<file path="src/rtl/alu_writeback.sv">
// Register-file write-back stage for the ALU: holds one result set and turns it into
// zero, one or two register-file write strobes (primary result, then secondary to R0).
module alu_writeback #(
  parameter logic [3:0] R0_ADDR = 4'h0,
  parameter int         DW      = 16
) (
  input  logic          clk,
  input  logic          rst,
  input  logic          in_valid,
  output logic          in_ready,
  input  logic [3:0]    con,
  input  logic [3:0]    rd,
  input  logic [DW-1:0] result,
  input  logic [DW-1:0] r0_val,
  output logic          wr_en,
  output logic [3:0]    wr_addr,
  output logic [DW-1:0] wr_data,
  output logic          busy
);

  typedef enum logic [1:0] {
    IDLE = 2'd0,
    WR1  = 2'd1,
    WR2  = 2'd2
  } state_t;

  state_t        state_q;
  logic [3:0]    con_q;
  logic [3:0]    rd_q;
  logic [DW-1:0] res_q;
  logic [DW-1:0] r0_q;

  logic xfer;
  logic held_double;
  logic new_writes;

  function automatic logic is_single(input logic [3:0] c);
    return (c == 4'h1) || (c == 4'h2) || (c == 4'hC) || (c == 4'hE) || (c == 4'hF);
  endfunction

  function automatic logic is_double(input logic [3:0] c);
    return (c == 4'h4) || (c == 4'h8);
  endfunction

  // A held double-write must finish its secondary write before anything new is taken.
  assign held_double = is_double(con_q);
  assign in_ready    = !((state_q == WR1) && held_double);
  assign xfer        = in_valid && in_ready;
  assign new_writes  = is_single(con) || is_double(con);
  assign busy        = (state_q != IDLE);

  always_ff @(posedge clk) begin
    if (rst) begin
      state_q <= IDLE;
      con_q   <= '0;
      rd_q    <= '0;
      res_q   <= '0;
      r0_q    <= '0;
    end else begin
      if (xfer) begin
        con_q <= con;
        rd_q  <= rd;
        res_q <= result;
        r0_q  <= r0_val;
      end
      case (state_q)
        WR1: begin
          if (held_double)
            state_q <= WR2;
          else
            state_q <= (xfer && new_writes) ? WR1 : IDLE;
        end
        default: state_q <= (xfer && new_writes) ? WR1 : IDLE;
      endcase
    end
  end

  // Write port is driven purely from registered state; idle cycles present all zeros.
  always_comb begin
    wr_en   = 1'b0;
    wr_addr = '0;
    wr_data = '0;
    case (state_q)
      WR1: begin
        wr_en   = 1'b1;
        wr_addr = rd_q;
        wr_data = res_q;
      end
      WR2: begin
        wr_en   = 1'b1;
        wr_addr = R0_ADDR;
        wr_data = r0_q;
      end
      default: ;
    endcase
  end

  a_dbl_then_wr2: assert property (@(posedge clk) disable iff (rst)
    (state_q == WR1 && held_double) |=> (state_q == WR2));
  a_idle_quiet: assert property (@(posedge clk) disable iff (rst)
    !wr_en |-> (wr_addr == '0 && wr_data == '0));
  a_rst_idle: assert property (@(posedge clk) rst |=> (state_q == IDLE));

endmodule

</file>
<file path="config.mk">
export PLATFORM = sky130hd
export DESIGN_NAME = alu_writeback
export DESIGN_NICKNAME = d
export VERILOG_FILES = /design/src/rtl/alu_writeback.sv
export SDC_FILE = /design/constraint.sdc
export NUM_CORES = 1
export LEC_CHECK = 0
export CORE_MARGIN = 4
export CORE_UTILIZATION = 49
export CTS_BUF_LIST = sky130_fd_sc_hd__clkbuf_4
export DETAILED_ROUTE_END_ITERATION = 8
export PLACE_DENSITY = 0.83
export SLEW_MARGIN = 20
export SYNTH_ARGS = -nofsm -noshare
export SYNTH_HDL_FRONTEND = slang
export SYNTH_SLANG_ARGS = --single-unit
export TNS_END_PERCENT = 20
</file>
<file path="constraint.sdc">
create_clock -name clk -period 1.8 [get_ports clk]
set_input_delay 0.18 -clock clk [delete_from_list [all_inputs] [get_ports clk]]
set_output_delay 0.18 -clock clk [all_outputs]
set_load 0.01 [all_outputs]
</file>
==> impl_metrics.json <==
{
  "rsz0062_at_grt": "true",
  "post-route-min-period_ns": 1.88,
  "cts_hold_buf": 0,
  "cts-root-buf": "clkbuf_4",
  "via_per_inst": 5.05,
  "cts_tree": "done",
  "syn2layout_area_growth_pct": 43.1,
  "fin_skew_ns": 0.00611,
  "synth.top_cell.area_share_pct": 38.2,
  "placed_cells": 345,
  "netlist_top_cells_area": "dfxtp_1 38%, nand2b_1 22%, mux2i_1 17%",
  "routedWlPerCell_um": 14.8,
  "synth_cells": 234,
  "violations": "setup timing",
  "die_area_sq_um": 5620,
  "fin_nets": 349,
  "hold_class": "input pin to flip-flop",
  "synth_top_area_cell": "dfxtp_1",
  "grt-ovfl-total": 0,
  "clk_pin_slew_ns": 0.12,
  "finalSetupViolations": 1,
  "power_density_nw_per_um2": 633,
  "io_buffers": 65,
  "diodes": 0,
  "wl_mm": 5.27,
  "die_h_um": 75.0,
  "crit_required_ns": 1.62,
  "place.gp.congestion": 0.778,
  "drc": 0,
  "syn_nets": 280,
  "outcome": "complete, but fails checks",
  "drtIter0Drc": 68,
  "max_clock_freq_mhz": 531,
  "grt_usage_pct": 18.5,
  "synth_cell_types": 23,
  "worst_slack_ns": -0.0842,
  "peakVddDrop_uv": 340,
  "cp_max_fo": 3,
  "r2r_cells": 7,
  "cts_inserted_buffers": 5,
  "hold-path-cell-count": 2,
  "cpMaxStageDelayCell": "or3b_4",
  "core_area_sq_um": 4350,
  "slew_headroom_pct": 72.2,
  "grt_start_max_net_pins": 43,
  "synth-seq-cells": 42,
  "grt_pass1_vias": 1694,
  "path_class": "flip-flop to output pin",
  "arrival_ns": 1.70,
  "clk_path_buf_depth": 2,
  "maxSlewViolCount": 0,
  "power.total_mw": 1.99,
  "ys_seq_area_share_pct": 38.2,
  "vias": 1799,
  "start_kind": "flip-flop",
  "initial_core_util_pct": 50.5,
  "ant_nets": 0,
  "syn_area_sq_um": 2200,
  "ios": 66,
  "grt_pass1_wl_mm": 7.82,
  "worstSkewPairLatency_ns": 0.34,
  "cts_sinks": 42,
  "path_cells": "inv_4, ha_4, or3b_4, or2_1, buf_2",
  "max_stage_delay_ns": 0.39,
  "avgSynthCellArea_sq_um": 9.39,
  "dp_hpwl_mm": 3.54,
  "htreeDepth": 2,
  "fp-row-count": 24,
  "finalHoldViolCount": 0,
  "critPathCaptureType": "output pin",
  "dieWidth_um": 75.0,
  "drv_cap": 0,
  "antenna_found_initial": 0,
  "worst_pin_slew_ns": 0.417,
  "fin_cells": 356,
  "drive_above_1_share_pct": 21.4,
  "yosysWarnings": 0,
  "p_leak_nw": 1.25,
  "period_share_pct": 105,
  "drtPass1Iterations": 4
}
-- synth_stat cells --
cell type,instances
o211ai_1,2
inv_1,3
o21ai_1,1
nand2_1,1
nor2_1,2
or3_1,1
clkbuf_1,13
a311oi_1,1
or3b_1,1
dfxtp_1,42
mux2i_1,38
or2_1,1
o21ai_0,1
buf_6,3
a22oi_1,16
xnor2_1,2
and2_1,5
o21a_1,1
buf_2,1
ha_1,3
a21oi_1,2
nand2b_1,78
nor2b_1,16
-- per-layer routing --
metal / global-route usage, % / vias to the layer above / routed length (um)
li1: - / 913 / -
met1: 22.7 / 837 / 2330
met2: 32.0 / 42 / 2660
met3: 3.07 / 7 / 201
met4: 7.51 / 0 / 79
met5: 0 / - / 0
-- logic make-up (layout without fill, tap and decap cells) --
kind of cell / Yosys count / in the layout / synth area share (%)
XOR/XNOR: 2 / 2 / 0.797
multiplexers: 38 / 38 / 17.3
buffers and inverters: 20 / 90 / 4.50
adder cells (fa/ha/maj): 3 / 3 / 1.71
AO/OA/AOI/OAI: 24 / 24 / 7.80
flip-flops: 42 / 42 / 38.2
AND/OR/NAND/NOR: 105 / 105 / 29.7
-- sequential cells by signal, indices dropped and copies added, names as in the netlist --
| name | count |
|---|---|
| state_q | 2 |
| res_q | 16 |
| r0_q | 16 |
| con_q | 4 |
| rd_q | 4 |
-- timing repair --
| action | 4_1_cts | 5_1_grt |
|---|---|---|
| resized for setup | 65 | 33 |
| buffers inserted | 0 | 2 |
| pin swaps | 1 | 8 |
| gates cloned | 1 | 0 |
| endpoints found under the setup margin | 22 | 54 |
-- critical path: cells and delay by family (launching register included) --
family | cells | cell delay (ns)
flip-flops | 1 | 0.36
buffers and inverters | 2 | 0.23
adder cells (fa/ha/maj) | 1 | 0.15
AND/OR/NAND/NOR | 2 | 0.63
-- per-stage QoR --
| step | hold slack [ns] | setup WS (ns) | cell area (sq um) | TNS (ns) | util, % |
|---|---|---|---|---|---|
| 6_report | 0.260 | -0.0842 | 3150 | -0.0842 | 72.2 |
| 2_1_floorplan | 0.332 | 0.170 | 2200 | 0 | - |
| 5_1_grt | 0.279 | -0.121 | 3150 | -0.388 | 72.2 |
| 3_3_place_gp | 0.455 | 0.0406 | 2970 | 0 | 68.2 |
| 4_1_cts | 0.240 | -0.112 | 3080 | -0.674 | 70.6 |
| 3_5_place_dp | 0.462 | 0.0116 | 2970 | 0 | 68.2 |
-- layout by cell type (no fill, tap or decap), types with 2 or more instances in the layout --
cell type | synthesis | final
ha_4 | 0 | 3
a21oi_1 | 2 | 2
dfxtp_1 | 42 | 40
a22oi_1 | 16 | 2
dlygate4sd2_1 | 0 | 5
dfxtp_2 | 0 | 2
nor2_1 | 2 | 2
nand2b_1 | 78 | 78
buf_4 | 0 | 6
clkinv_2 | 0 | 2
clkbuf_4 | 0 | 5
buf_2 | 1 | 12
buf_12 | 0 | 5
clkbuf_2 | 0 | 5
and2_1 | 5 | 5
o211ai_1 | 2 | 2
mux2i_1 | 38 | 38
nor2b_1 | 16 | 14
xnor2_1 | 2 | 2
clkdlybuf4s50_1 | 0 | 42
a22oi_2 | 0 | 14
nor2b_2 | 0 | 2
-- cell type report --
| type | instances | area (sq um) |
|---|---|---|
| Timing Repair Buffer | 79 | 764 |
| Fill cell | 336 | 1210 |
| Clock buffer | 5 | 37.5 |
| Multi-Input combinational cell | 172 | 1380 |
| Clock inverter | 3 | 40.0 |
| Tap cell | 52 | 65.1 |
| Sequential cell | 42 | 843 |
| Inverter | 3 | 13.8 |
-- power by group --
part	internal, mW	total (mW)	switching [mW]	leakage [nW]
logic	0.235	0.377	0.143	0.862
clock network	0.288	0.582	0.294	0.0450
registers	0.990	1.03	0.0421	0.347
total	1.51	1.99	0.479	1.25
-- worst paths after layout --
path              slack, ns          to       start
hold / removal         0.26  state_q[1]         rst
setup / recovery      -0.08    in_ready  state_q[1]
setup reg to reg       0.03   res_q[14]  state_q[1]
hold reg to reg        0.48    res_q[1]    res_q[1]
Note: power is estimated with default switching activity, not from simulation.
